===== src/rtl/mwc_pkg.sv =====
// ============================================================================
//  Package     : mwc_pkg
//  Description : Shared types and constants for the memory-write checker:
//                FSM state enum, failure codes and check-mode encodings.
//  Revision    : 1.0 - initial release
// ============================================================================
`default_nettype none

package mwc_pkg;

   typedef enum logic [1:0] {
      S_IDLE = 2'd0,
      S_RUN  = 2'd1,
      S_PASS = 2'd2,
      S_FAIL = 2'd3
   } state_t;

   localparam logic [1:0] FC_NONE     = 2'd0;
   localparam logic [1:0] FC_MISMATCH = 2'd1;
   localparam logic [1:0] FC_DATA     = 2'd2;
   localparam logic [1:0] FC_TIMEOUT  = 2'd3;

   localparam logic MODE_LOOSE  = 1'b0;
   localparam logic MODE_STRICT = 1'b1;

   // Index width that never collapses to zero bits (DEPTH==1).
   function automatic int idx_width(input int depth);
      return (depth > 1) ? $clog2(depth) : 1;
   endfunction

endpackage

`default_nettype wire


===== src/rtl/mwc_exp_table.sv =====
// ============================================================================
//  Module      : mwc_exp_table
//  Description : DEPTH-entry table of expected {address, data} writes.
//                One synchronous write port, one asynchronous read port.
//  Ports       : clk, reset (async, active-low) - clock / table clear
//                we, widx, waddr, wdata         - entry write port
//                ridx, raddr, rdata             - entry read port
//  Revision    : 1.0 - initial release
// ============================================================================
`default_nettype none

module mwc_exp_table
   import mwc_pkg::*;
#(
   parameter int AW    = 32,
   parameter int DW    = 32,
   parameter int DEPTH = 4,
   parameter int IW    = 2
) (
   input  logic          clk,
   input  logic          reset,
   input  logic          we,
   input  logic [IW-1:0] widx,
   input  logic [AW-1:0] waddr,
   input  logic [DW-1:0] wdata,
   input  logic [IW-1:0] ridx,
   output logic [AW-1:0] raddr,
   output logic [DW-1:0] rdata
);

   logic [AW-1:0] addr_mem [DEPTH];
   logic [DW-1:0] data_mem [DEPTH];

   // Out-of-range indices (possible when DEPTH is not a power of two) are dropped.
   always_ff @(posedge clk or negedge reset) begin
      if (!reset) begin
         for (int i = 0; i < DEPTH; i++) begin
            addr_mem[i] <= '0;
            data_mem[i] <= '0;
         end
      end else if (we && (int'(widx) < DEPTH)) begin
         addr_mem[widx] <= waddr;
         data_mem[widx] <= wdata;
      end
   end

   always_comb begin
      raddr = '0;
      rdata = '0;
      if (int'(ridx) < DEPTH) begin
         raddr = addr_mem[ridx];
         rdata = data_mem[ridx];
      end
   end

endmodule

`default_nettype wire


===== config.mk =====
export PLATFORM = sky130hd
export DESIGN_NAME = mwc_exp_table
export DESIGN_NICKNAME = d
export VERILOG_FILES = /design/src/rtl/mwc_pkg.sv /design/src/rtl/mwc_exp_table.sv
export SDC_FILE = /design/constraint.sdc
export NUM_CORES = 1
export LEC_CHECK = 0
export BUFFER_PORTS_ARGS = -buffer_cell sky130_fd_sc_hd__buf_2
export CAP_MARGIN = 15
export CORE_MARGIN = 2
export CORE_UTILIZATION = 40
export CTS_CLUSTER_SIZE = 40
export DETAILED_ROUTE_END_ITERATION = 16
export GPL_ROUTABILITY_DRIVEN = 1
export PLACE_DENSITY = 0.58
export RECOVER_POWER = 50
export SYNTH_ARGS = -nofsm -noshare
export SYNTH_HDL_FRONTEND = slang
export SYNTH_SLANG_ARGS = --single-unit

===== constraint.sdc =====
create_clock -name clk -period 2.8 [get_ports clk]
set_input_delay 0.14 -clock clk [delete_from_list [all_inputs] [get_ports clk]]
set_output_delay 0.14 -clock clk [all_outputs]
set_load 0.01 [all_outputs]

Word-level counts from Yosys, hierarchy flattened
Cells that the tools add are included.

storage, ports and cells
  register bits = 256
  bits of input ports = 71
  output and inout bits = 64
  word-level logic and storage cells = 24

operators by class
  $lt $le $gt $ge = 3
  multiplexer cells = 10
  bitwise logic cells = 2
  reductions and logical operators = 1

operators with widths
  operator                                                                      count
  128-bit bitwise mux                                                           2
  32-bit 2-to-1 mux                                                             5
  32-bit binary-select mux with 2-bit select                                    2
  32-bit demux with 2-bit select                                                1
  3-bit greater-or-equal comparator, second input constant                      2
  2-bit NOT with 3-bit output                                                   2
  3-bit by 1-bit less-than comparator with 1-bit output, second input constant  1
  1-bit logical AND                                                             1

Longest topological paths before layout
  word-level depth = 6
  gate-level depth with buffers = 4
  gate-level depth less buffers = 2

Worst setup path after synthesis
Ideal clock, no wire load.

  path type = input to output
  start = in ridx[0]
  end = out raddr[0]
  data arrival time = 1068 ps
  data required time = 2660 ps
  slack = 1592 ps
  stages on the path = 3
  buffers on the path = 2
  cell sequence = buf_4 > buf_4 > mux4_2

on the way
  longest elaborated chain between the ends = 4

RTL lines
  element                                               RTL line             text
  start: declaration                                    mwc_exp_table.sv:26  input logic [IW-1:0] ridx,
  2-bit NOT with 3-bit output (not written as such)     mwc_exp_table.sv:51  raddr = addr_mem[ridx];
  32-bit binary-select mux with 2-bit select            mwc_exp_table.sv:51
  32-bit 2-to-1 mux (not written as such) (2 in a row)  mwc_exp_table.sv:51
  end: declaration                                      mwc_exp_table.sv:27  output logic [AW-1:0] raddr,

Every way passes these cells. The select of a mux whose other input is x is not followed.

==> flow_summary.ini <==
[drt]
viasPerCell = 5.10
ant_nets = 0
drt_iter0_drc = 288
wire_per_inst_um = 20.5
route.vias.total = 6289
totalWireLength_mm = 25.3
drc = 0
first_pass_iters = 4

[global_routing]
grt_antenna_before_repair = 0
grt_pass1_vias = 7119
gr-total-overflow = 0
grt_max_degree = 83
gr-usage-all-layers_pct = 17.0
grt_pass1_wl_mm = 40.9

[timing]
fin_crit_sh_pct = 63.6
fmax_mhz = 562
fin_tns_setup_ns = 0
clock_skew_ns = 0
final-hold-violation-count = 0
tightestPinTransition_ns = 1.35
hold_ws_ns = 0.152
slew_headroom_pct = 9.31
rsz0062_at_grt = false
drv_slew = 0
final.min_clock_period_ns = 1.78
setup_viol = 0

[yosys]
synth_cell_types = 12
yosys_register_bits = 256
synth_area_leaders = dfrtp_1 55%, mux2_4 16%, mux4_2 12%
synth_commonest_cells = 256 x dfrtp_1, 120 x mux2_4, 71 x mux2_2
synth_ff_type = dfrtp_1
syn-mean-instance-area_sq_um = 18.6
yosys_warnings = 0
synth.most_common_cell = dfrtp_1
synth-seq-area-share_pct = 55.4
synth_top_area_share_pct = 55.4
synth-edff-count = 0
syn_area_sq_um = 11600
yosysTopAreaCell = dfrtp_1
synth_fp_nets = 692
synthArstFlopShare_pct = 100
syn_inst = 621

[worst_setup_path]
worstPathRequired_ns = 3.28
crit_type = primary input to asynchronous set/reset pin
r2r_slack_ns = 1.97
cp-start-kind = primary input
r2r-end = addr_mem[14]
cp_max_fo = 82
worst_setup_path_end_kind = asynchronous set/reset pin
r2r-start = addr_mem[14]
r2r_cells = 1
cp.arrival_ns = 2.26

[cts]
h-tree-depth = 1
cts-resized-gates = 0
root_buffer = clkbuf_16
path_clk_slew_ns = 0.06
cts_made_buffers = 28
clock-sinks = 256
cts_tree = built
cts_max_path_buffers = 3
clk_latency_ns = 0.54

[floorplan]
pin_count = 135
rows = 62
die_w_um = 174
coreArea_sq_um = 28500
initial_core_util_pct = 40.5
die_area_sq_um = 30300
dieHeight_um = 174

[power]
powerDensity_nw_per_um2 = 739
finalPower_mw = 10.4
p_leak_nw = 6.27
ir_drop_mv = 0.388

[placed_design]
placed_area_sq_um = 12700
portBuffers = 134
place_congestion = 0.708
dp_hpwl_mm = 15.8

[cells_and_area]
area.growth.synth_to_final_pct = 21.7
drive_above_1_share_pct = 46.5
stdcell_area_sq_um = 14100
antenna_cells = 0
n_fill_cell = 2452
final_nets = 898

[worst_hold_path]
min_path_type = primary input to asynchronous set/reset pin

[job]
drv_cap = 0

[status]
status = complete, no violations
[critical path, cell delays in order]
cell and delay (ns):
dlygate4sd3_1 0.57, buf_8 0.42, clkbuf_4 0.98
[routing by layer]
metal / routed length [um] / up-vias / global-route usage [%] / part of all wire, %
met1: 11500 / 3393 / 23.9 / 45
li1: - / 2742 / - / -
met4: 424 / 0 / 3.96 / 1.7
met3: 1020 / 35 / 3.02 / 4.0
met5: 0 / - / 0 / 0
met2: 12400 / 119 / 27.7 / 49
[cell type report]
cell class | count | area (sq um) | share of cell area [%]
sequential | 256 | 6410 | 45.5
multi-input combinational | 324 | 4600 | 32.7
timing repair buffer | 217 | 1630 | 11.6
clock buffer | 42 | 833 | 5.92
tap | 384 | 480 | 3.42
clock inverter | 9 | 113 | 0.801
[placed cells by master, fill, tap and decap left out, types with 2 or more instances in the layout]
| cell | synthesis | final |
|---|---|---|
| mux2_1 | 65 | 124 |
| buf_2 | 12 | 130 |
| bufinv_16 | 0 | 2 |
| mux2_4 | 120 | 62 |
| buf_4 | 10 | 6 |
| nand3b_1 | 2 | 2 |
| mux2_2 | 71 | 70 |
| clkbuf_16 | 0 | 28 |
| dlygate4sd3_1 | 0 | 65 |
| buf_12 | 0 | 13 |
| mux4_2 | 64 | 64 |
| clkinv_2 | 0 | 4 |
| clkbuf_1 | 1 | 7 |
| clkbuf_8 | 0 | 8 |
| dfrtp_1 | 256 | 256 |
[flip-flops by register name, indices dropped and copies added (netlist names)]
signal    count
addr_mem    128
data_mem    128
[power by group]
group | leakage (nW) | internal [mW] | switching, mW
clock | 0.465 | 2.24 | 1.48
sequential | 3.03 | 4.40 | 0.355
combinational | 2.78 | 1.17 | 0.759
total | 6.27 | 7.81 | 2.59
[how the worst max path moves through the flow]
stage                       startpoint            to  slack (ns)  depth (start not counted)
after floorplan                ridx[0]      raddr[0]        1.59                          3
after global placement         widx[1]  addr_mem[91]        0.84                          4
after detailed placement       widx[1]  addr_mem[76]        0.85                          4
after CTS                 addr_mem[33]      raddr[1]        1.03                          2
after global routing             reset  addr_mem[14]        0.73                          3
final                            reset   addr_mem[5]        1.02                          3
[cell families (layout without fill, tap and decap cells)]
logic type	count (synthesis)	count (layout)	synth area share, %
multiplexers	320	320	41.3
flip-flops	256	256	55.4
buffers and inverters	41	268	2.95
AND/OR/NAND/NOR	4	4	0.325
[metrics by stage]
step	std cells	util (%)	setup slack, ns
2_1_floorplan	621	-	1.59
3_3_place_gp	1116	44.5	0.839
3_5_place_dp	1116	44.5	0.847
4_1_cts	1232	50.1	1.03
5_1_grt	1232	49.3	0.725
6_report	1232	49.3	1.02
[repair_timing]
action / in CTS / in global routing
hold endpoints to repair: 323 / 0
hold buffers: 65 / 0
buffers inserted: 0 / 0
Power figures use the tool's default switching activity.
